$ cat config.mk
export PLATFORM = sky130hd
export DESIGN_NAME = ma_seq
export DESIGN_NICKNAME = d
export VERILOG_FILES = /design/src/rtl/ma_seq.sv
export SDC_FILE = /design/constraint.sdc
export NUM_CORES = 1
export LEC_CHECK = 0
export CORE_MARGIN = 1.5
export CORE_UTILIZATION = 38
export CTS_CLUSTER_DIAMETER = 60
export DETAILED_ROUTE_END_ITERATION = 6
export GPL_ROUTABILITY_DRIVEN = 0
export HOLD_SLACK_MARGIN = 0.1
export PLACE_DENSITY = 0.66
export SLEW_MARGIN = 0
export SYNTH_ARGS = -nofsm -noshare
export SYNTH_HDL_FRONTEND = slang
export SYNTH_SLANG_ARGS = --single-unit
$ cat constraint.sdc
create_clock -name clk -period 1.8 [get_ports clk]
set_input_delay 0.54 -clock clk [delete_from_list [all_inputs] [get_ports clk]]
set_output_delay 0.54 -clock clk [all_outputs]
set_load 0.05 [all_outputs]
$ cat src/rtl/ma_seq.sv
// ma_seq: sequential N x N unsigned multiplier.
// A single ma_row adder row is reused for N clock cycles, one multiplier bit
// per cycle, instead of building a full N-row array.
// Optional feature: define MA_SEQ_EARLY_EXIT_EN to finish as soon as the
// multiplier bits still to be processed are all zero (and to skip RUN
// entirely when b == 0). The default build always runs exactly N steps.

// One add row: so = si + (y ? x : 0), with the carry out in so[N].
module ma_row #(
  parameter int N = 4
) (
  input  logic [N-1:0] x,
  input  logic         y,
  input  logic [N-1:0] si,
  output logic [N:0]   so
);

  // Ripple a single add of the gated multiplicand onto the running high half.
  always_comb begin
    logic c;
    logic xy;
    // NOTE: every variable gets a value before any branch or loop so no latch is inferred.
    c  = 1'b0;
    xy = 1'b0;
    so = '0;
    for (int i = 0; i < N; i++) begin
      xy    = x[i] & y;
      so[i] = si[i] ^ xy ^ c;
      c     = (si[i] & xy) | (si[i] & c) | (xy & c);
    end
    so[N] = c;
  end

endmodule

module ma_seq #(
  parameter int N = 4
) (
  input  logic           clk,
  input  logic           rst_n,
  input  logic           in_valid,
  output logic           in_ready,
  input  logic [N-1:0]   a,
  input  logic [N-1:0]   b,
  output logic           out_valid,
  input  logic           out_ready,
  output logic [2*N-1:0] p,
  output logic           busy
);

  localparam int KW = $clog2(N + 1);

  typedef enum logic [1:0] {
    IDLE = 2'd0,
    RUN  = 2'd1,
    DONE = 2'd2
  } state_t;

  state_t         state;
  logic [N-1:0]   areg;
  logic [2*N-1:0] preg;
  logic [KW-1:0]  k;

  logic [N:0]     so;
  logic [2*N-1:0] next_preg;
  logic           last_step;

  // The shared row: multiplicand, current multiplier bit, running high half.
  ma_row #(.N(N)) u_row (
    .x  (areg),
    .y  (preg[0]),
    .si (preg[2*N-1:N]),
    .so (so)
  );

  // The row sum becomes the new high half; the consumed multiplier bit drops off.
  assign next_preg = {so, preg[N-1:1]};
  assign last_step = (k == KW'(N - 1));
  assign p         = preg;

`ifdef MA_SEQ_EARLY_EXIT_EN
  logic           rem_zero;
  logic [KW-1:0]  shamt;
  logic [2*N-1:0] exit_preg;

  // Detect that the multiplier bits still unprocessed after this step are zero,
  // and pre-align the product as if the remaining zero steps had been run.
  always_comb begin
    rem_zero = 1'b1;
    for (int i = 0; i < N - 1; i++) begin
      if ((i + int'(k) <= N - 2) && next_preg[i]) rem_zero = 1'b0;
    end
    shamt     = KW'(N - 1) - k;
    exit_preg = next_preg >> shamt;
  end
`endif

  // Control FSM plus datapath registers; handshake outputs are registered.
  always_ff @(posedge clk or negedge rst_n) begin
    if (!rst_n) begin
      state     <= IDLE;
      areg      <= '0;
      preg      <= '0;
      k         <= '0;
      in_ready  <= 1'b1;
      out_valid <= 1'b0;
      busy      <= 1'b0;
    end else begin
      // NOTE: non-blocking assignments so every register sees pre-edge values.
      case (state)
        IDLE: begin
          if (in_valid) begin
            areg     <= a;
            k        <= '0;
            in_ready <= 1'b0;
`ifdef MA_SEQ_EARLY_EXIT_EN
            if (b == '0) begin
              preg      <= '0;
              state     <= DONE;
              out_valid <= 1'b1;
            end else begin
              preg  <= {{N{1'b0}}, b};
              state <= RUN;
              busy  <= 1'b1;
            end
`else
            preg  <= {{N{1'b0}}, b};
            state <= RUN;
            busy  <= 1'b1;
`endif
          end
        end

        RUN: begin
          preg <= next_preg;
          k    <= k + 1'b1;
          if (last_step) begin
            state     <= DONE;
            busy      <= 1'b0;
            out_valid <= 1'b1;
          end
`ifdef MA_SEQ_EARLY_EXIT_EN
          else if (rem_zero) begin
            preg      <= exit_preg;
            state     <= DONE;
            busy      <= 1'b0;
            out_valid <= 1'b1;
          end
`endif
        end

        DONE: begin
          if (out_ready) begin
            state     <= IDLE;
            out_valid <= 1'b0;
            in_ready  <= 1'b1;
          end
        end

        default: begin
          state     <= IDLE;
          in_ready  <= 1'b1;
          out_valid <= 1'b0;
          busy      <= 1'b0;
        end
      endcase
    end
  end

endmodule

## Word level (Yosys, flattened, before mapping)

Index checks and enable logic that the tools add are counted.

| word-level totals | value |
|---|---|
| register bits after elaboration | 20 |
| latch bits | 0 |
| bits in writable memories | 0 |
| ROM bits | 0 |
| input bits | 12 |
| output and inout bits | 11 |
| logic and storage cells | 69 |
| memories kept | 0 |

| cells by class | value |
|---|---|
| add/subtract/negate cells | 1 |
| $mul | 0 |
| div/mod/pow operators | 0 |
| $lt $le $gt $ge | 0 |
| equality and inequality tests | 6 |
| shift operators | 0 |
| mux-type cells | 17 |
| bitwise operators | 30 |
| reduce and logical (&&, ||, !) cells | 8 |

Operators with widths:

| cell | number |
|---|---|
| one-hot mux 8 bit (2 select lines) | 1 |
| AND 1 bit | 14 |
| AND reduction 3 bit | 4 |
| one-hot mux 1 bit (3 select lines) | 3 |
| two-way mux 8 bit | 1 |
| XOR 1 bit | 7 |
| two-way mux 1 bit | 6 |
| two-way mux 2 bit | 3 |
| inequality test 2 bit (second input constant) | 3 |
| OR 1 bit | 6 |
| one-hot mux 2 bit (3 select lines) | 1 |
| one-hot mux 3 bit (2 select lines) | 1 |
| AND reduction 2 bit | 2 |
| adder 3 x 1 -> 3 bit (second input constant) | 1 |
| equality test 3 x 2 -> 1 bit (second input constant) | 1 |
| two-way mux 3 bit | 1 |
| inverter 1 bit | 3 |
| equality test 2 x 1 -> 1 bit (second input constant) | 1 |
| equality test 2 bit (second input constant) | 1 |
| logical NOT 2 bit | 1 |
| nonzero test 2 bit | 1 |

## Longest topological paths before layout

| logic depth | value |
|---|---|
| word-level depth | 12 |
| mapped depth | 9 |

## By module

A second synthesis with hierarchy kept.

| second synthesis, totals | value |
|---|---|
| cells, all modules | 81 |
| area total of the unflattened synthesis | 959.7 µm² |

By module, submodules not included:

| module | instances | cells an instance | area each (µm²) | seq. area each (µm²) |
|---|---|---|---|---|
| ma_seq | 1 | 67 | 844.6 | 501.7 |
| ma_row | 1 | 14 | 115.1 | 0.0 |

## Worst setup path after synthesis

OpenSTA, ideal clock, no wires.

| path | value |
|---|---|
| path kind | reg-to-reg |
| start point | reg preg[4], in the netlist p[4] |
| end point | reg preg[6], in the netlist p[6] |
| setup time | 128 ps |
| arrival time | 2014 ps |
| slack | -342 ps |
| stages on the path, launching flop included | 9 |
| path buffers | 0 |
| period minus slack after synthesis | 2142 ps |
| path through | dfrtp_1 ha_1 inv_1 fa_1 inv_1 fa_1 inv_1 fa_1 o21ai_0 |

| between the ends | value |
|---|---|
| cells in the longest elaborated chain, start to end | 9 |
| elaborated cells between the ends (all ways) | 11 |

RTL lines:

| item | RTL line | source |
|---|---|---|
| start: declaration | 61 | `logic [2*N-1:0] preg;` |
| start signal: assignment | 127 | `preg <= {{N{1'b0}}, b};` |
| start signal: assignment | 135 | `preg <= next_preg;` |
| AND 1 bit (*) | 29 | `c = (si[i] & xy) \| (si[i] & c) \| (xy & c);` |
| AND 1 bit | 29 |  |
| OR 1 bit | 29 |  |
| OR 1 bit (*) | 29 |  |
| AND 1 bit | 29 |  |
| OR 1 bit | 29 |  |
| OR 1 bit (*) | 29 |  |
| XOR 1 bit (*) | 28 | `so[i] = si[i] ^ xy ^ c;` |
| one-hot mux 8 bit (2 select lines) (*) | 110 | `case (state)` |

Every way passes the cells marked *; elsewhere a longest branch is shown, timed or not.
A chain may end at the register's enable or synchronous reset.

## Worst setup path in the final report

| path | value |
|---|---|
| start point | reg areg[0] |
| end point | reg preg[6], in the netlist p[6] |

| between the ends | value |
|---|---|
| cells in the longest elaborated chain, start to end | 10 |
| elaborated cells between the ends (all ways) | 12 |

RTL lines:

| item | RTL line | source |
|---|---|---|
| start: declaration | 60 | `logic [N-1:0] areg;` |
| start signal: assignment | 102 | `areg <= '0;` |
| start signal: assignment | 113 | `areg <= a;` |
| AND 1 bit (*) | 27 | `xy = x[i] & y;` |
| AND 1 bit (*) | 29 |  |
| AND 1 bit | 29 |  |
| OR 1 bit | 29 |  |
| OR 1 bit (*) | 29 |  |
| AND 1 bit | 29 |  |
| OR 1 bit | 29 |  |
| OR 1 bit (*) | 29 |  |
| XOR 1 bit (*) | 28 |  |
| one-hot mux 8 bit (2 select lines) (*) | 110 |  |

Marked as above.

==> impl_metrics.toml <==
[timing]
fin_crit_sh = 1.09
holdWs_ns = 0.506
fin_ws_ns = -0.154
clock.fmax_mhz = 512
clock_skew_ns = 0.00644
tightest_slew_ns = 0.302
slew_headroom = 0.799
hold_viol_final = 0
rsz0062_at_grt = "yes"
setup_violations = 2
min_period_ns = 1.95
slew_violations = 0

[logic_synthesis]
synthAdderAreaFrac = 0.0989
synthMuxAreaShare = 0.0456
synth.ff_latch_count = 20
synth_edf_count = 0
yosys.area_share.simple = 0.143
synth_top_family_by_area = "simple AND/OR/NAND/NOR gates"
synth_compound_area_frac = 0.141
syn_nets = 109
synthFlopType = "dfrtp_1"
yosysWarnings = 0
synth_seq_area_share = 0.508
synth_cells = 91
async_flop_share = 1.00
synth-xor-area-share = 0
synth_cell_types = 28
synth_area_per_cell_um2 = 10.8
synth_area_um2 = 987

[global_routing]
met1_usage = 0.212
grt.met3_usage = 0.0167
antenna_found_initial = 0
gr-usage-met2 = 0.268
grt_pass1_wl_um = 3390
grt_max_degree = 21
gr-total-overflow = 0
grt_use_total = 0.164
grt_pass1_vias = 807
grt_busiest_layer = "met2"

[cts]
h-tree-depth = 1
cts-hold-fix-buffers = 0
clockBufferDepth = 2
cts_tree = "yes"
cts_buffers = 3
path_clk_slew_ns = 0.12
cts-root-buf = "clkbuf_4"
clock-sinks = 20
insertion_delay_ns = 0.30

[cells_and_area]
regArea_um2 = 504
diodes = 0
multi_input_area_um2 = 443
design_area_um2 = 1470
area_delta_synth_final_pct = 48.7
fill_cells = 217
layoutNonFillerInstCount = 154
drive_gt1_frac = 0.347
nNetsFinal = 143

[detailed_routing]
ant_nets = 0
wire_per_inst_um = 13.2
via_count = 769
wirelength_um = 2030
drt_iter0_markers = 12
first_pass_iters = 4
drc = 0
viasPerCell = 4.99

[flow_run]
maxCapViolCount = 0

[hold_path]
min_path_cells = 2
min_path_type = "flop to flop"
hp-start = "k[2]"
min_to = "k[2]"

[worst_setup_path]
critical-path-top-delay-family = "adder cells"
slowest_delay_ns = 0.40
end_kind = "flop"
critPathKind = "flop to flop"
r2r_slack_ns = -0.15
rr_startpoint = "areg[0]"
critPathMostFrequentCell = "inv_2"
crit_fanout = 2
crit_path_start_kind = "flop"
cp.required_ns = 2.03
r2r-end = "p[6]"
worstPathCellList = "and2_4 -> ha_4 -> inv_2 -> fa_2 -> inv_2 -> fa_2 -> inv_2 -> fa_1 -> o21ai_1"
critical_path_arrival_ns = 2.18
critPathSlowestCell = "fa_1"
ff2ff_path_depth = 9
cp_num_buf_inv = 3
critPathLaunch = "areg[0]"

[placement]
dp.final_hpwl_um = 1530
placed_cells = 149
port_buffers = 22
dpl_cell_area_um2 = 1420

[run_status]
violations = "setup timing"
status = "finished with violations"

[pwr]
p_per_area_nw_per_um2 = 2080
leakagePower_nw = 0.636
vdd_ir_drop_max_mv = 1.13

[floorplan]
ioPinCount = 23
die_w_um = 54.0
die_h_um = 54.0
num_rows = 18
initial_core_util = 0.398
coreArea_um2 = 2480
dieArea_um2 = 2910
==> placed cells by master, fill, tap and decap left out, drive strengths merged, types with 4 or more instances in the layout <==
cell type      instances
buf                   22
dfrtp                 19
clkdlybuf4s50         11
nand2                 10
inv                    9
o21ai                  8
nor3                   6
a21oi                  5
mux2                   4
clkbuf                 4
==> power breakdown <==
part / leakage [nW] / switching [W] / internal, W
logic: 0.381 / 0.000956 / 0.000936
clock network: 0.0210 / 0.000138 / 0.000123
registers: 0.234 / 0.000211 / 0.000685
==> per-stage QoR <==
| step | power [W] | utilization | setup WS, ns | TNS, ns |
|---|---|---|---|---|
| after CTS | 0.00308 | 0.592 | -0.159 | -0.272 |
| after global routing | 0.00329 | 0.592 | -0.225 | -0.433 |
| after detailed placement | 0.00279 | 0.575 | -0.202 | -0.610 |
| final | 0.00305 | 0.592 | -0.154 | -0.221 |
| after global placement | 0.00273 | 0.575 | -0.138 | -0.402 |
| after floorplan | 0.00195 | - | -0.175 | -0.323 |
==> flip-flops by register name (all words and copies together) (netlist names) <==
name       cells
busy           1
state          2
k              3
areg           4
p              8
out_valid      1
in_ready       1
==> worst max-delay path by stage <==
stage	end	slack (ns)	cells past startpoint
3_5_place_dp	p[6]	-0.20	9
4_1_cts	p[6]	-0.16	9
2_1_floorplan	p[6]	-0.18	8
3_3_place_gp	p[6]	-0.14	9
5_1_grt	p[6]	-0.22	9
6_report	p[6]	-0.15	9
==> area by class of cell <==
type,count,share of cell area
clock buffers,4,0.0247
inverters,9,0.0230
multi-input cells,58,0.302
flip-flops and latches,20,0.344
well taps,30,0.0256
repair buffers,33,0.281
==> routing by layer <==
layer / share of wire / vias up
met5: 0 / -
met4: 0 / 0
met3: 0.023 / 0
met2: 0.53 / 10
met1: 0.45 / 385
li1: - / 374
==> Yosys cell counts, types with 2 or more instances <==
master / count / area [um2]
dfrtp_1: 19 / 475
ha_1: 3 / 37.5
fa_1: 3 / 60.1
o21ai_0: 7 / 35.0
buf_2: 2 / 10.0
inv_1: 9 / 33.8
nand2b_1: 2 / 12.5
nand2_1: 10 / 37.5
a22o_1: 2 / 17.5
and2_1: 2 / 12.5
a21oi_1: 5 / 25.0
nor2_1: 2 / 7.51
mux2_2: 4 / 45.0
nor3_1: 6 / 30.0
o22ai_1: 2 / 12.5
==> cell families (layout without fill, tap and decap cells) <==
kind of cell,count (synthesis),after routing
adders and majority gates,6,6
AOI/OAI and AO/OA,22,22
buffers and inverters,13,46
DFF,20,20
muxes,4,4
and+or+nand+nor,26,26
==> worst register-to-register path: cells and delay by family, from the launching register on <==
family	cells	cell delay [ns]
buffers and inverters	3	0.14
and+or+nand+nor	1	0.16
adders and majority gates	4	1.06
AOI/OAI and AO/OA	1	0.14
DFF	1	0.39
==> what timing repair did <==
item	CTS	global route
pin swaps	4	2
setup buffers	1	0
resized for setup	2	0
endpoints found under the setup margin	3	3
(Power assumes the default switching activity.)
